File: src/rtl/mul_rs_station_if.sv
// Issue, CDB and multiplier-dispatch signal bundle for the MUL reservation station.
// master = issue stage / CDB / multiplier side, slave = the station itself.
interface mul_rs_station_if #(
  parameter int ENTRIES = 2,
  parameter int TAG_W   = 3,
  parameter int DATA_W  = 8
) ();
  localparam int CNT_W = $clog2(ENTRIES + 1);

  logic              iss_valid;
  logic [TAG_W-1:0]  iss_tag;
  logic              iss_qj_pend;
  logic [TAG_W-1:0]  iss_qj;
  logic [DATA_W-1:0] iss_vj;
  logic              iss_qk_pend;
  logic [TAG_W-1:0]  iss_qk;
  logic [DATA_W-1:0] iss_vk;

  logic              cdb_valid;
  logic [TAG_W-1:0]  cdb_tag;
  logic [DATA_W-1:0] cdb_data;

  logic              mul_busy;
  logic              mul_start;
  logic [TAG_W-1:0]  mul_tag;
  logic [DATA_W-1:0] mul_op_a;
  logic [DATA_W-1:0] mul_op_b;

  logic              rs_full;
  logic [CNT_W-1:0]  rs_count;

  modport master (
    output iss_valid, iss_tag, iss_qj_pend, iss_qj, iss_vj,
           iss_qk_pend, iss_qk, iss_vk,
           cdb_valid, cdb_tag, cdb_data, mul_busy,
    input  mul_start, mul_tag, mul_op_a, mul_op_b, rs_full, rs_count
  );

  modport slave (
    input  iss_valid, iss_tag, iss_qj_pend, iss_qj, iss_vj,
           iss_qk_pend, iss_qk, iss_vk,
           cdb_valid, cdb_tag, cdb_data, mul_busy,
    output mul_start, mul_tag, mul_op_a, mul_op_b, rs_full, rs_count
  );
endinterface

File: src/rtl/mul_rs_station.sv
// Tomasulo reservation station in front of the multiplier: issue, CDB wakeup, oldest-ready dispatch.
// Define MUL_RS_FWD_EN to let a same-cycle CDB wakeup feed dispatch directly.
module mul_rs_station #(
  parameter int ENTRIES = 2,
  parameter int TAG_W   = 3,
  parameter int DATA_W  = 8
) (
  input  logic             clk,
  input  logic             rst,
  mul_rs_station_if.slave  bus
);
  localparam int CNT_W = $clog2(ENTRIES + 1);
  localparam int IDX_W = (ENTRIES > 1) ? $clog2(ENTRIES) : 1;

  typedef struct packed {
    logic [TAG_W-1:0]  tag;
    logic              qj_pend;
    logic [TAG_W-1:0]  qj;
    logic [DATA_W-1:0] vj;
    logic              qk_pend;
    logic [TAG_W-1:0]  qk;
    logic [DATA_W-1:0] vk;
  } entry_t;

  // Occupancy and dispatch outputs carry reset; the entry payload does not.
  logic [ENTRIES-1:0] busy;
  logic [CNT_W-1:0]   count;
  entry_t             ent [ENTRIES];
  // age = number of older entries still resident; 0 is the oldest.
  logic [CNT_W-1:0]   age [ENTRIES];

  logic               start_q;
  logic [TAG_W-1:0]   tag_q;
  logic [DATA_W-1:0]  op_a_q;
  logic [DATA_W-1:0]  op_b_q;

  logic [ENTRIES-1:0] wake_j;
  logic [ENTRIES-1:0] wake_k;
  logic [ENTRIES-1:0] ready;

  logic               sel_found;
  logic [IDX_W-1:0]   sel_idx;
  logic [CNT_W-1:0]   sel_age;
  logic               free_found;
  logic [IDX_W-1:0]   free_idx;

  logic               full;
  logic               issue;
  logic               dispatch;
  logic [DATA_W-1:0]  disp_a;
  logic [DATA_W-1:0]  disp_b;
  logic               cap_j;
  logic               cap_k;
  entry_t             new_ent;
  logic [CNT_W-1:0]   new_age;

  // Snoop and readiness per entry.
  always_comb begin
    // NOTE: every always_comb output gets a default first so no path can infer a latch.
    wake_j = '0;
    wake_k = '0;
    ready  = '0;
    for (int i = 0; i < ENTRIES; i++) begin
      wake_j[i] = busy[i] && bus.cdb_valid && ent[i].qj_pend && (ent[i].qj == bus.cdb_tag);
      wake_k[i] = busy[i] && bus.cdb_valid && ent[i].qk_pend && (ent[i].qk == bus.cdb_tag);
`ifdef MUL_RS_FWD_EN
      ready[i]  = busy[i] && (!ent[i].qj_pend || wake_j[i]) && (!ent[i].qk_pend || wake_k[i]);
`else
      ready[i]  = busy[i] && !ent[i].qj_pend && !ent[i].qk_pend;
`endif
    end
  end

  // Oldest ready entry; ages are unique among busy entries, so the first strict minimum wins.
  always_comb begin
    sel_found = 1'b0;
    sel_idx   = '0;
    sel_age   = '0;
    for (int i = 0; i < ENTRIES; i++) begin
      if (ready[i] && (!sel_found || (age[i] < sel_age))) begin
        sel_found = 1'b1;
        sel_idx   = IDX_W'(i);
        sel_age   = age[i];
      end
    end
  end

  // Lowest-index free entry, scanned from the top so the lowest index is written last.
  always_comb begin
    free_found = 1'b0;
    free_idx   = '0;
    for (int i = ENTRIES - 1; i >= 0; i--) begin
      if (!busy[i]) begin
        free_found = 1'b1;
        free_idx   = IDX_W'(i);
      end
    end
  end

  // A slot freed by this edge's dispatch is only offered to issue on the next edge.
  assign full     = !free_found;
  assign issue    = bus.iss_valid && !full;
  assign dispatch = sel_found && !bus.mul_busy;

  always_comb begin
    disp_a = ent[sel_idx].vj;
    disp_b = ent[sel_idx].vk;
`ifdef MUL_RS_FWD_EN
    if (wake_j[sel_idx]) disp_a = bus.cdb_data;
    if (wake_k[sel_idx]) disp_b = bus.cdb_data;
`endif
  end

  // Issue-time capture closes the window where the producer broadcasts while its consumer issues.
  always_comb begin
    cap_j           = bus.cdb_valid && bus.iss_qj_pend && (bus.iss_qj == bus.cdb_tag);
    cap_k           = bus.cdb_valid && bus.iss_qk_pend && (bus.iss_qk == bus.cdb_tag);
    new_ent.tag     = bus.iss_tag;
    new_ent.qj      = bus.iss_qj;
    new_ent.qk      = bus.iss_qk;
    new_ent.qj_pend = bus.iss_qj_pend && !cap_j;
    new_ent.qk_pend = bus.iss_qk_pend && !cap_k;
    new_ent.vj      = cap_j ? bus.cdb_data : bus.iss_vj;
    new_ent.vk      = cap_k ? bus.cdb_data : bus.iss_vk;
    // Youngest position counts survivors after this edge's dispatch leaves.
    new_age         = count - CNT_W'(dispatch);
  end

  always_ff @(posedge clk or posedge rst) begin
    // NOTE: sequential state uses non-blocking assignments so every register samples pre-edge values.
    if (rst) begin
      busy    <= '0;
      count   <= '0;
      start_q <= 1'b0;
      tag_q   <= '0;
      op_a_q  <= '0;
      op_b_q  <= '0;
    end else begin
      start_q <= dispatch;
      if (dispatch) begin
        tag_q  <= ent[sel_idx].tag;
        op_a_q <= disp_a;
        op_b_q <= disp_b;
      end
      for (int i = 0; i < ENTRIES; i++) begin
        if (dispatch && (sel_idx == IDX_W'(i))) busy[i] <= 1'b0;
        if (issue && (free_idx == IDX_W'(i)))   busy[i] <= 1'b1;
      end
      count <= count + CNT_W'(issue) - CNT_W'(dispatch);
    end
  end

  // NOTE: payload storage is not reset; busy gates every use, so stale contents are never observed.
  always_ff @(posedge clk) begin
    for (int i = 0; i < ENTRIES; i++) begin
      if (issue && (free_idx == IDX_W'(i))) begin
        ent[i] <= new_ent;
        age[i] <= new_age;
      end else begin
        if (wake_j[i]) begin
          ent[i].qj_pend <= 1'b0;
          ent[i].vj      <= bus.cdb_data;
        end
        if (wake_k[i]) begin
          ent[i].qk_pend <= 1'b0;
          ent[i].vk      <= bus.cdb_data;
        end
        if (dispatch && (age[i] > sel_age)) age[i] <= age[i] - CNT_W'(1);
      end
    end
  end

  assign bus.mul_start = start_q;
  assign bus.mul_tag   = tag_q;
  assign bus.mul_op_a  = op_a_q;
  assign bus.mul_op_b  = op_b_q;
  assign bus.rs_full   = full;
  assign bus.rs_count  = count;

  count_matches_busy: assert property (@(posedge clk) disable iff (rst)
    count == CNT_W'($countones(busy)));

endmodule

File: src/flat_wrapper.sv
// flat-port wrapper written by rule: the top's interface ports become plain ports
module mul_rs_station_flat 
#(
  parameter int ENTRIES = 2,
  parameter int TAG_W   = 3,
  parameter int DATA_W  = 8
)
  (clk, rst, bus_iss_valid, bus_iss_tag, bus_iss_qj_pend, bus_iss_qj, bus_iss_vj, bus_iss_qk_pend, bus_iss_qk, bus_iss_vk, bus_cdb_valid, bus_cdb_tag, bus_cdb_data, bus_mul_busy, bus_mul_start, bus_mul_tag, bus_mul_op_a, bus_mul_op_b, bus_rs_full, bus_rs_count);
  mul_rs_station_if #(.ENTRIES(ENTRIES), .TAG_W(TAG_W), .DATA_W(DATA_W)) bus_i ();
  input  logic clk;
  input  logic rst;
  input wire logic [$bits(bus_i.iss_valid)-1:0] bus_iss_valid;
  input wire logic [$bits(bus_i.iss_tag)-1:0] bus_iss_tag;
  input wire logic [$bits(bus_i.iss_qj_pend)-1:0] bus_iss_qj_pend;
  input wire logic [$bits(bus_i.iss_qj)-1:0] bus_iss_qj;
  input wire logic [$bits(bus_i.iss_vj)-1:0] bus_iss_vj;
  input wire logic [$bits(bus_i.iss_qk_pend)-1:0] bus_iss_qk_pend;
  input wire logic [$bits(bus_i.iss_qk)-1:0] bus_iss_qk;
  input wire logic [$bits(bus_i.iss_vk)-1:0] bus_iss_vk;
  input wire logic [$bits(bus_i.cdb_valid)-1:0] bus_cdb_valid;
  input wire logic [$bits(bus_i.cdb_tag)-1:0] bus_cdb_tag;
  input wire logic [$bits(bus_i.cdb_data)-1:0] bus_cdb_data;
  input wire logic [$bits(bus_i.mul_busy)-1:0] bus_mul_busy;
  output wire logic [$bits(bus_i.mul_start)-1:0] bus_mul_start;
  output wire logic [$bits(bus_i.mul_tag)-1:0] bus_mul_tag;
  output wire logic [$bits(bus_i.mul_op_a)-1:0] bus_mul_op_a;
  output wire logic [$bits(bus_i.mul_op_b)-1:0] bus_mul_op_b;
  output wire logic [$bits(bus_i.rs_full)-1:0] bus_rs_full;
  output wire logic [$bits(bus_i.rs_count)-1:0] bus_rs_count;
  assign bus_i.iss_valid = bus_iss_valid;
  assign bus_i.iss_tag = bus_iss_tag;
  assign bus_i.iss_qj_pend = bus_iss_qj_pend;
  assign bus_i.iss_qj = bus_iss_qj;
  assign bus_i.iss_vj = bus_iss_vj;
  assign bus_i.iss_qk_pend = bus_iss_qk_pend;
  assign bus_i.iss_qk = bus_iss_qk;
  assign bus_i.iss_vk = bus_iss_vk;
  assign bus_i.cdb_valid = bus_cdb_valid;
  assign bus_i.cdb_tag = bus_cdb_tag;
  assign bus_i.cdb_data = bus_cdb_data;
  assign bus_i.mul_busy = bus_mul_busy;
  assign bus_mul_start = bus_i.mul_start;
  assign bus_mul_tag = bus_i.mul_tag;
  assign bus_mul_op_a = bus_i.mul_op_a;
  assign bus_mul_op_b = bus_i.mul_op_b;
  assign bus_rs_full = bus_i.rs_full;
  assign bus_rs_count = bus_i.rs_count;
  mul_rs_station #(.ENTRIES(ENTRIES), .TAG_W(TAG_W), .DATA_W(DATA_W)) u_core (.clk(clk), .rst(rst), .bus(bus_i));
endmodule
File: config.mk
export PLATFORM = sky130hd
export DESIGN_NAME = mul_rs_station_flat
export DESIGN_NICKNAME = d
export VERILOG_FILES = /design/src/rtl/mul_rs_station_if.sv /design/src/rtl/mul_rs_station.sv /design/src/flat_wrapper.sv
export SDC_FILE = /design/constraint.sdc
export NUM_CORES = 1
export LEC_CHECK = 0
export CAP_MARGIN = 20
export CORE_ASPECT_RATIO = 0.5
export CORE_MARGIN = 2
export CORE_UTILIZATION = 30
export CTS_CLUSTER_SIZE = 20
export DETAILED_ROUTE_END_ITERATION = 7
export GPL_TIMING_DRIVEN = 0
export HOLD_SLACK_MARGIN = 0.08
export PLACE_DENSITY = 0.56
export SLEW_MARGIN = 20
export SYNTH_ARGS = -nofsm -noshare
export SYNTH_HDL_FRONTEND = slang
export SYNTH_SLANG_ARGS = --single-unit
File: constraint.sdc
create_clock -name clk -period 7.9 [get_ports clk]
set_input_delay 1.58 -clock clk [delete_from_list [all_inputs] [get_ports clk]]
set_output_delay 1.58 -clock clk [all_outputs]
set_load 0.02 [all_outputs]
# Word-level counts from Yosys, hierarchy flattened
# Memory sizes are Yosys's and may differ from the RTL's. A register that Yosys moved wholly into a read port is not among the register bits.
# Index checks and enable logic that the tools add are counted.
[classes]
addsub = 5
muxes = 49
div = 0
eq_ne = 6
multipliers = 0
bitwise_logic = 12
shift = 0
n_reduce_logical = 42
magnitude_cmp = 3
[ops]
columns = ["cell", "n"]
rows = [
  ["$mux W8", 6],
  ["$mux W1", 38],
  ["$logic_and A1 B1 Y1", 29],
  ["$eq A3 B3 Y1", 6],
  ["$mux W2", 5],
  ["$or A1 B1 Y1", 10],
  ["$logic_not A1 Y1", 9],
  ["$gt A2 B2 Y1", 2],
  ["$reduce_bool A2 Y1", 2],
  ["$sub A2 B1 Y2", 2],
  ["$sub A2 B1 Y2 const B", 2],
  ["$add A2 B1 Y2", 1],
  ["$lt A2 B2 Y1", 1],
  ["$not A1 Y1", 2],
  ["$reduce_or A2 Y1", 1],
  ["$logic_or A1 B1 Y1", 1],
]
[word_totals]
mem_bits_rw = 58
reg_bits = 5
latchBits = 0
rom_bits = 0
word_cells = 123
n_memories = 2
[mem_list]
columns = ["memory", "depth", "word_bits", "read_ports", "rd_ports_with_merged_regs", "wr", "line", "source"]
rows = [
  ["u_core.ent", 2, 27, 3, 1, 2, "mul_rs_station.sv:28", "entry_t ent [ENTRIES];"],
  ["u_core.age", 2, 2, 2, 0, 1, "mul_rs_station.sv:30", "logic [CNT_W-1:0] age [ENTRIES];"],
]

# Logic depth before layout (Yosys ltp)
# Gate-level depths: netlist of run 1.
# An unclocked memory read counts as a cell.
[logic_depth]
depth_word = 17
ltp_mapped = 11

# Least setup slack after synthesis of run 1
# Ideal clock, no wire load.
[synth_path]
path_type = "input port to flip-flop"
start = "input bus_mul_busy"
end = "memory u_core.age[0][1] (netlist bit) (data pin)"
arrival_ns = 2.784
setup_ns = 0.268
path_buffers = 0
path_slack_ns = 4.847
stages = 6
path_cell_list = "or4b_4 -> and2_4 -> inv_1 -> ha_1 -> xnor2_1 -> mux2i_1"
[synth_between]
elab_chain_len = 9
elab_cells_between_ends = 16
[synth_rtl]
columns = ["item", "line", "source"]
rows = [
  ["from (decl)", "flat_wrapper.sv:23", "input wire logic [$bits(bus_i.mul_busy)-1:0] bus_mul_busy;"],
  ["$logic_not A1 Y1 (*)", "mul_rs_station.sv:103", "assign dispatch = sel_found && !bus.mul_busy;"],
  ["$logic_and A1 B1 Y1 (*)", "mul_rs_station.sv:103", ""],
  ["named net u_core.dispatch", "mul_rs_station.sv:49", "logic dispatch;"],
  ["$logic_and A1 B1 Y1", "mul_rs_station.sv:168", "if (dispatch && (age[i] > sel_age)) age[i] <= age[i] - CNT_W'(1);"],
  ["$mux W1", "mul_rs_station.sv:168", ""],
  ["$mux W1", "mul_rs_station.sv:156", "if (issue && (free_idx == IDX_W'(i))) begin"],
  ["$mux W1 (implied by the code)", "mul_rs_station.sv:168", ""],
  ["$or A1 B1 Y1 (no line)", "-", ""],
  ["$reduce_or A2 Y1 (no line)", "-", ""],
  ["$mux W2 (no line) (*)", "-", ""],
  ["to (decl)", "mul_rs_station.sv:30", ""],
]
# The timed path passes the listed nets; every way through them passes the cells marked *.

==> results of run 1 <==
[power by group]
group / switching [uW] / internal, uW / total (uW)
registers: 68.1 / 588 / 656
logic: 316 / 280 / 596
clock network: 167 / 254 / 420
total: 551 / 1120 / 1670
[worst min path at each step]
| stage | to | depth (start not counted) |
|---|---|---|
| floorplan | u_core.bus.mul_op_a[0]$_DFFE_PP0P_ | 1 |
| global placement | u_core.bus.mul_op_b[0]$_DFFE_PP0P_ | 1 |
| detailed placement | u_core.bus.mul_op_b[0]$_DFFE_PP0P_ | 1 |
| CTS | u_core.bus.mul_op_b[0]$_DFFE_PP0P_ | 1 |
| global route | u_core.bus.mul_op_b[1]$_DFFE_PP0P_ | 1 |
| finish | u_core.bus.mul_op_b[2]$_DFFE_PP0P_ | 1 |
[cell families after synthesis]
kind of cell	Yosys count	share of synthesized area, %
AO/OA/AOI/OAI	55	13.6
XOR/XNOR	22	5.05
adder cells (fa/ha/maj)	7	2.29
buffers and inverters	23	2.62
flip-flops	82	60.9
multiplexers	20	5.77
AND/OR/NAND/NOR	60	9.77
[metal layers]
layer | vias to the layer above | share of wire, %
li1 | 1187 | -
met1 | 1306 | 46
met2 | 55 | 49
met3 | 9 | 3.9
met4 | 0 | 1.0
met5 | - | 0
[layout make-up]
type | instances | area share [%]
Sequential cell | 82 | 46.9
Buffer | 14 | 1.34
Tap cell | 170 | 4.29
Timing Repair Buffer | 62 | 12.5
Clock buffer | 10 | 4.82
Inverter | 9 | 0.682
Clock inverter | 6 | 1.31
Multi-Input combinational cell | 164 | 28.1
[sequential cells by signal (all words and copies together), names as in the netlist]
signal / flops
u_core.bus.mul_tag: 3
u_core.bus.rs_count: 2
u_core.bus.mul_start: 1
u_core.age: 4
u_core.bus.mul_op_a: 8
u_core.bus.mul_op_b: 8
u_core.busy: 2
u_core.ent: 54
[cell usage in the layout, fill, tap and decap left out, types with 2 or more instances in the layout]
| master | count |
|---|---|
| clkdlybuf4s50_1 | 62 |
| edfxtp_1 | 56 |
| dfrtp_1 | 24 |
| xor2_1 | 20 |
| and3_1 | 19 |
| a221o_1 | 19 |
| a22o_1 | 16 |
| mux2_1 | 12 |
| clkbuf_16 | 9 |
| nor2_1 | 8 |
| buf_2 | 8 |
| inv_1 | 7 |
| nand2_1 | 7 |
| ha_1 | 7 |
| a21oi_1 | 6 |
| clkbuf_1 | 5 |
| nand3_1 | 4 |
| mux2i_1 | 4 |
| mux2_2 | 4 |
| a21o_1 | 2 |
| inv_2 | 2 |
| nor4_2 | 2 |
| or4_1 | 2 |
| a21bo_2 | 2 |
| a2111oi_4 | 2 |
| xnor2_1 | 2 |
| nor4_1 | 2 |
| nor2_2 | 2 |
| or2_2 | 2 |
| and2_1 | 2 |
| a32o_1 | 2 |
| clkinv_2 | 2 |
| dfxtp_1 | 2 |
[worst reg2reg max path: cells and delay by family (launching register included)]
kind | cells | cell delay [ns]
compound gates | 4 | 1.02
simple gates | 2 | 0.60
flops | 1 | 0.47
fa+ha+maj | 2 | 0.67
mux | 1 | 0.14
[metrics by stage]
step,util [%],power [uW],cell area (um2),cells,worst slack (ns)
2_1_floorplan,-,1020,3820,269,4.85
3_3_place_gp,37.0,1240,4650,501,4.19
3_5_place_dp,37.0,1260,4650,501,4.16
4_1_cts,39.5,1680,4950,517,4.51
5_1_grt,39.5,1760,4950,517,4.40
6_report,39.5,1670,4950,517,4.51
==> metrics, run 1 <==
GPL Wtd Cong 0.818; Clock Skew 0.00917 ns; Die Width 164 um; # setup viols final 0; GRT overflow 0; relative slew slack 49.6%; CP startpoint bus_iss_valid; syn_area_per_cell 14.2 um2; synth cell count leaders edfxtp_1, dfrtp_1, xor2_1; clk_lat worst skew 0.34 ns; clk root buf clkbuf_16; Tcrit/Tclk final 43.0%; post-CTS resize count 0; DP HPWL 6710 um; Worst Path Required 7.99 ns; multi-input logic area 1390 um2; n_diodes 0; Slew Viols, Final 0; initial antenna violation count 0; Vias per Instance 4.95; Initial Util 30.4%; Synth top area share 44.1%; vias in the first global route 2548; slowest stage delay, CP 0.45 ns; total number of placement rows 29; Fin. Hold Viols 0; Post-synth EDFFs 56; post-synth cell types 47; Seq/Total Area, Yosys 60.9%; reg2reg end u_core.age[1][1]$_DFFE_PP_; Hold Crit Class reg -> reg; largest net degree at the start of global routing 25; syn nets 319; fin nets 392; RSZ-0062 raised after global routing false; worst-margin pin slew 0.753 ns; crit path buf inv count 4; htree depth 3; Synthesis Warnings 0; area leader, netlist edfxtp_1; Post-CTS Setup Bufs 0; synthesized area 3820 um2; DRT iter0 DRCs 173; register area 2320 um2; Die ar. 13700 um2; M2 GR Usage 22.1%; first-pass GRT wire length 13900 um; total of max-cap violations 0; FFs w/ async S/R, synth 29.3%; CP Capture Point u_core.ent[1][5]$_DFFE_PP_; crit start category primary input; crit path DAT 3.48 ns; CP endpoint kind flop; Routed WL 9060 um; Worst R2R Setup Slack 4.73 ns; DRC Markers 0; Pwr per Cell Area 338 nW/um2; I/O Buffers 62; critical path, cell by cell clkdlybuf4s50_1 -> nand2_1 -> or2_1 -> clkbuf_1 -> inv_2 -> a21bo_2 -> buf_2 -> a22o_1; Post-CTS Hold Fix Bufs 0; Worst-path clk slew 0.06 ns; CP max stage cell clkdlybuf4s50_1; Setup TNS 0 ns; TritonCTS sink count 82; fill count 1195; TritonCTS Buffers 9; grt peak-use layer met2; Cells after Synth 269; Total Routing Usage GR 13.5%; IO Count 66; Area Growth Syn to Fin 29.8%; M3 GR Usage 3.43%; WP depth 8; TritonCTS clock tree built; DR pass1 iterations 4; hold_ws 0.473 ns; ys flop type edfxtp_1; CTS Buffer Depth 2; Die Height 83.8 um; core area 12600 um2; worst vdd ir 0.130 mV; via count 2557; #FFs+latches synth 82; reg-to-reg startpoint u_core.busy[0]$_DFFE_PP0P_; Final ANT Viol Nets 0; top-count cell post-synth edfxtp_1; outcome completed; Pleak 0.00192 uW; top cells by area, synth edfxtp_1, dfrtp_1, a221o_1; met1 Track Usage GR 17.9%; layout cells sized above 1 13.3%; Critical Path Fanout Max 13; kind of critical path in -> reg; crit path time final 3.39 ns; drt wl/cell 17.5 um; min-delay src u_core.ent[1][2]$_DFFE_PP_; crit-path leading delay family buffers and inverters; maximum clock frequency 295 MHz; Worst Reg-to-Reg Cells 9
No activity file was read; power rests on OpenSTA's default activity.
==> inputs of run 2 (changes only) <==
--- a/config.mk
+++ b/config.mk
@@ -13,7 +13,7 @@
 export DETAILED_ROUTE_END_ITERATION = 7
 export GPL_TIMING_DRIVEN = 0
 export HOLD_SLACK_MARGIN = 0.08
-export PLACE_DENSITY = 0.56
+export PLACE_DENSITY = 0.58
 export SLEW_MARGIN = 20
 export SYNTH_ARGS = -nofsm -noshare
 export SYNTH_HDL_FRONTEND = slang
==> constraint.sdc (replaced) <==
create_clock -name clk -period 3 [get_ports clk]
set_input_delay 0.6 -clock clk [delete_from_list [all_inputs] [get_ports clk]]
set_output_delay 0.6 -clock clk [all_outputs]
set_load 0.02 [all_outputs]
==> run 2 against run 1 <==
Compared with the run above: combinational power increased to 2.8 times the previous value; utilization grew 0.96 points; cell area rose by 2.4%; die area is the same; clock power increased to 2.9 times the previous value; global-route usage grew 0.41 points; register-to-register slack worse by 4.6 ns; sequential share of layout area fell by 1.1 points; cell count grew 1.4%; critical path depth grew 2; critical path type is now reg -> reg; highest routed layer unchanged; first-iteration DRC count fell by 33%.
==> metrics, run 2 (synthesis results as in run 1) <==
reg2reg end u_core.age[0][0]$_DFFE_PP_; reg-to-reg startpoint u_core.ent[0][11]$_SDFFCE_PP0P_; Int Pwr 3090 uW; Pwr per Cell Area 903 nW/um2; final core utilization 40.4%; fin nets 399; Area Growth Syn to Fin 33.0%; maximum clock frequency 349 MHz; register area 2320 um2; Final ANT Viol Nets 0; Worst-path clk slew 0.06 ns; crit start category flop; Clock Skew 0.00496 ns; most frequent cells in the layout clkdlybuf4s50_1, edfxtp_1, dfrtp_1; layout cells sized above 1 16.4%; TritonCTS Buffers 9; Worst R2R Setup Slack 0.13 ns; grt peak-use layer met2; fill count 1208; clock power share 26.1%; worst vdd ir 0.297 mV; met1 Track Usage GR 17.0%; Routed WL 9170 um; DRC Markers 0; DR pass1 iterations 4; I/O Buffers 62; Comb pwr share 36.0%; Initial Util 30.4%; critical path, cell by cell nor3b_4 -> nand2_1 -> ha_1 -> a211oi_2 -> nor2_1 -> a21oi_2 -> buf_4 -> ha_4 -> a2111oi_4 -> mux2i_1; crit path time final 2.87 ns; n_diodes 0; Net Sw Frac 32.7%; worst-margin pin slew 0.976 ns; CTS Buffer Depth 2; Largest register FFs 54; Tcrit/Tclk final 95.5%; Critical Path Fanout Max 3; core area 12600 um2; Fin. Hold Viols 0; Post-CTS Hold Fix Bufs 0; kind of critical path reg -> reg; clk_lat worst skew 0.34 ns; Worst Reg-to-Reg Cells 10; total of max-cap violations 0; Seq pwr share 37.9%; Die ar. 13700 um2; initial antenna violation count 0; crit path DAT 2.95 ns; CP max stage cell edfxtp_1; slowest stage delay, CP 0.47 ns; IO Count 66; TritonCTS sink count 82; first-pass GRT wire length 14400 um; # setup viols final 0; drt wl/cell 17.5 um; largest reg by FF count u_core.ent; Net Sw Power 1500 uW; Vias per Instance 4.90; largest net degree at the start of global routing 25; DP HPWL 6750 um; min-delay src u_core.ent[1][19]$_DFFE_PP_; via count 2569; M3 GR Usage 3.58%; GRT overflow 0; Worst Path Required 3.08 ns; Power, Total 4580 uW; M2 GR Usage 23.8%; most common cell after layout, fill and taps aside clkdlybuf4s50_1; post-route setup slack 0.134 ns; DRT iter0 DRCs 116; vias in the first global route 2736; Slew Viols, Final 0; relative slew slack 34.6%; worst hold endpoint u_core.bus.mul_op_a[7]$_DFFE_PP0P_; worst hold stages 1; outcome completed; TritonCTS clock tree built; Die Height 83.8 um; pre-CTS worst setup slack -0.142 ns; multi-input logic area 1440 um2; total number of placement rows 29; htree depth 3; Die Width 164 um; Hold Crit Class reg -> reg; Pleak 0.00196 uW; clk root buf clkbuf_16; GPL Wtd Cong 0.806; CP endpoint kind flop; Total Routing Usage GR 13.9%
-- run 2: area by class of cell --
cell class,count,area share [%]
plain buffers,14,1.31
inverters,9,0.666
multi-input cells,164,28.3
clock inverters,7,2.02
flip-flops and latches,82,45.8
repair buffers,69,13.3
well taps,170,4.19
clock buffers,9,4.44
-- run 2: worst max path at each step --
stage                     cells past startpoint                             from  slack, ns                    endpoint
after floorplan                               9  u_core.ent[0][23]$_SDFFCE_PP0P_       0.29  u_core.age[1][1]$_DFFE_PP_
after global placement                        9       u_core.busy[0]$_DFFE_PP0P_      -0.04  u_core.age[1][1]$_DFFE_PP_
after detailed placement                      9       u_core.busy[0]$_DFFE_PP0P_      -0.14  u_core.age[1][1]$_DFFE_PP_
after CTS                                     9       u_core.busy[0]$_DFFE_PP0P_       0.04  u_core.age[1][1]$_DFFE_PP_
after global routing                         10  u_core.ent[0][11]$_SDFFCE_PP0P_      -0.07  u_core.age[0][0]$_DFFE_PP_
final                                        10  u_core.ent[0][11]$_SDFFCE_PP0P_       0.13  u_core.age[0][0]$_DFFE_PP_
-- run 2: metal layers --
metal  vias up  wire length (um)
met4         0               148
li1       1202                 -
met3        13               475
met2        57              4640
met5         -                 0
met1      1297              3910
-- run 2: per-stage QoR --
| stage | cells | TNS, ns | cell area [um2] | hold slack [ns] |
|---|---|---|---|---|
| 3_3_place_gp | 501 | -0.0730 | 4650 | 0.459 |
| 4_1_cts | 518 | 0 | 4990 | 0.476 |
| 6_report | 524 | 0 | 5070 | 0.477 |
| 2_1_floorplan | 269 | 0 | 3820 | 0.455 |
| 5_1_grt | 524 | -0.184 | 5070 | 0.483 |
| 3_5_place_dp | 501 | -0.930 | 4650 | 0.465 |
-- run 2: what timing repair did --
action                     CTS  global route
buffers inserted             1             6
setup endpoints to repair    8             8
gates cloned                 0             0
gates resized for setup      1             7
pin swaps                    0             4
-- run 2: power groups by stage --
stage               Combinational [uW]  Sequential [uW]  Clock (uW)
detailed placement                1560             1750           0
global route                      1800             1770        1250
CTS                               1580             1730        1210
finish                            1650             1740        1200
floorplan                          843             1850           0
global placement                  1520             1730           0
-- run 2: worst max-delay path, delay by kind of cell, from the launching register on --
kind,cells,cell delay [ns]
fa+ha+maj,2,0.53
flops,1,0.47
simple gates,3,0.47
buf+inv,1,0.17
compound gates,3,0.83
mux,1,0.13
==> inputs of run 3 (changes only) <==
--- a/config.mk
+++ b/config.mk
@@ -14,6 +14,7 @@
 export GPL_TIMING_DRIVEN = 0
 export HOLD_SLACK_MARGIN = 0.08
 export PLACE_DENSITY = 0.58
+export SETUP_SLACK_MARGIN = 0.05
 export SLEW_MARGIN = 20
 export SYNTH_ARGS = -nofsm -noshare
 export SYNTH_HDL_FRONTEND = slang
==> run 3 against run 2 <==
Compared with the run above: register-to-register slack improved by 0.09 ns; flip-flop and latch count unchanged; total power increased by 0.52%; first-iteration DRC count decreased by 6.0%; utilization increased by 0.12 points; largest cell class unchanged.
==> metrics, run 3 (synthesis results as in run 1) <==
IO Count 66; CP most frequent cell ha_4; # setup viols final 0; Slew Viols, Final 0; Die Height 83.8 um; Worst-path clk slew 0.06 ns; layout cells sized above 1 16.9%; Comb pwr share 36.1%; Post-CTS Hold Fix Bufs 0; fin nets 399; Pleak 0.00197 uW; CP endpoint kind flop; DP HPWL 6750 um; GRT overflow 0; hold_ws 0.476 ns; Post-Layout Cell Count 524; clk_lat worst skew 0.34 ns; maximum clock frequency 360 MHz; crit-path leading delay family compound AO/OA/AOI/OAI gates; Die Width 164 um; n_diodes 0; CP startpoint u_core.ent[0][11]$_SDFFCE_PP0P_; DR pass1 iterations 4; via count 2565; critical path, cell by cell nor3b_4 -> nand2_2 -> ha_4 -> a211oi_2 -> nor2_1 -> a21oi_2 -> buf_4 -> ha_4 -> a2111oi_4 -> mux2i_1; CTS Buffer Depth 2; largest reg by FF count u_core.ent; Worst R2R Setup Slack 0.23 ns; core area 12600 um2; DRC Markers 0; Setup TNS 0 ns; Pwr per Cell Area 905 nW/um2; crit path buf inv count 1; Seq pwr share 37.8%; most common cell after layout, fill and taps aside clkdlybuf4s50_1; vias in the first global route 2736; Area Growth Syn to Fin 33.3%; clock power share 26.0%; WP depth 10; CP max stage cell edfxtp_1; total of max-cap violations 0; worst-margin pin slew 0.963 ns; total number of placement rows 29; Die ar. 13700 um2; reg-to-reg startpoint u_core.ent[0][11]$_SDFFCE_PP0P_; crit start category flop; Final ANT Viol Nets 0; relative slew slack 35.4%; crit path DAT 2.85 ns; DRT iter0 DRCs 109; TritonCTS clock tree built; placed insts 501; GPL Wtd Cong 0.806; drt wl/cell 17.6 um; Initial Util 30.4%; TritonCTS sink count 82; Int Pwr 3100 uW; Worst Reg-to-Reg Cells 10; Routed WL 9240 um; clk root buf clkbuf_16; Tcrit/Tclk final 92.5%; slowest stage delay, CP 0.47 ns; worst vdd ir 0.298 mV; Critical Path Fanout Max 3; reg2reg end u_core.age[0][0]$_DFFE_PP_; Clock Skew 0.00426 ns; CP Capture Point u_core.age[0][0]$_DFFE_PP_; Net Sw Power 1510 uW; kind of critical path reg -> reg; initial antenna violation count 0; crit path time final 2.77 ns; Net Sw Frac 32.7%; Total Routing Usage GR 13.9%; Power, Total 4610 uW; most frequent cells in the layout clkdlybuf4s50_1, edfxtp_1, dfrtp_1; largest net degree at the start of global routing 25; Vias per Instance 4.90; first-pass GRT wire length 14400 um; outcome completed; Hold Crit Class reg -> reg; Largest register FFs 54; I/O Buffers 62; Fin. Hold Viols 0; RSZ-0062 raised after global routing false; TritonCTS Buffers 9; Worst Path Required 3.08 ns; htree depth 3
run 3: worst register-to-register path: stages (launching register included):
cell and delay (ns):
edfxtp_1 0.47, nor3b_4 0.28, nand2_2 0.12, ha_4 0.24
a211oi_2 0.24, nor2_1 0.09, a21oi_2 0.21, buf_4 0.17
ha_4 0.20, a2111oi_4 0.36, mux2i_1 0.13
run 3: power groups by stage:
stage / combinational [uW] / clock [uW] / sequential [uW]
after global routing: 1820 / 1250 / 1770
final: 1670 / 1200 / 1740
after detailed placement: 1560 / 0 / 1750
after global placement: 1520 / 0 / 1730
after CTS: 1580 / 1210 / 1730
after floorplan: 843 / 0 / 1850
run 3: metal layers:
metal  wire [um]  part of all wire (%)  global-route usage, %
met5           0                     0                      0
met1        3940                    43                   17.0
met2        4720                    51                   23.8
met3         429                   4.6                   3.58
met4         148                   1.6                   5.10
run 3: worst min-delay path by stage:
stage          cells after the start                        start                            endpoint
5_1_grt                            1  u_core.ent[0][15]$_DFFE_PP_  u_core.bus.mul_op_a[3]$_DFFE_PP0P_
6_report                           1  u_core.ent[1][19]$_DFFE_PP_  u_core.bus.mul_op_a[7]$_DFFE_PP0P_
4_1_cts                            1  u_core.ent[1][24]$_DFFE_PP_   u_core.bus.mul_tag[0]$_DFFE_PP0P_
3_3_place_gp                       1   u_core.ent[1][0]$_DFFE_PP_  u_core.bus.mul_op_b[0]$_DFFE_PP0P_
2_1_floorplan                      1  u_core.ent[1][12]$_DFFE_PP_  u_core.bus.mul_op_a[0]$_DFFE_PP0P_
3_5_place_dp                       1  u_core.ent[1][19]$_DFFE_PP_  u_core.bus.mul_op_a[7]$_DFFE_PP0P_
run 3: cell type report:
class	instances	area, um2
Sequential cell	82	2320
Timing Repair Buffer	69	673
Fill cell	1206	7470
Tap cell	170	213
Inverter	9	33.8
Clock inverter	7	103
Buffer	14	66.3
Clock buffer	9	225
Multi-Input combinational cell	164	1450
run 3: stage by stage:
step           area [um2]  utilization, %  setup slack, ns
2_1_floorplan        3820               -            0.293
3_3_place_gp         4650            37.0          -0.0401
3_5_place_dp         4650            37.0           -0.142
4_1_cts              4990            39.8           0.0732
5_1_grt              5090            40.5           0.0377
6_report             5090            40.5            0.226
run 3: repair_timing:
action                                  CTS  global route
setup buffers                             1             6
gates resized for setup                   2             8
pin swaps                                 0             4
endpoints found under the setup margin    8             8
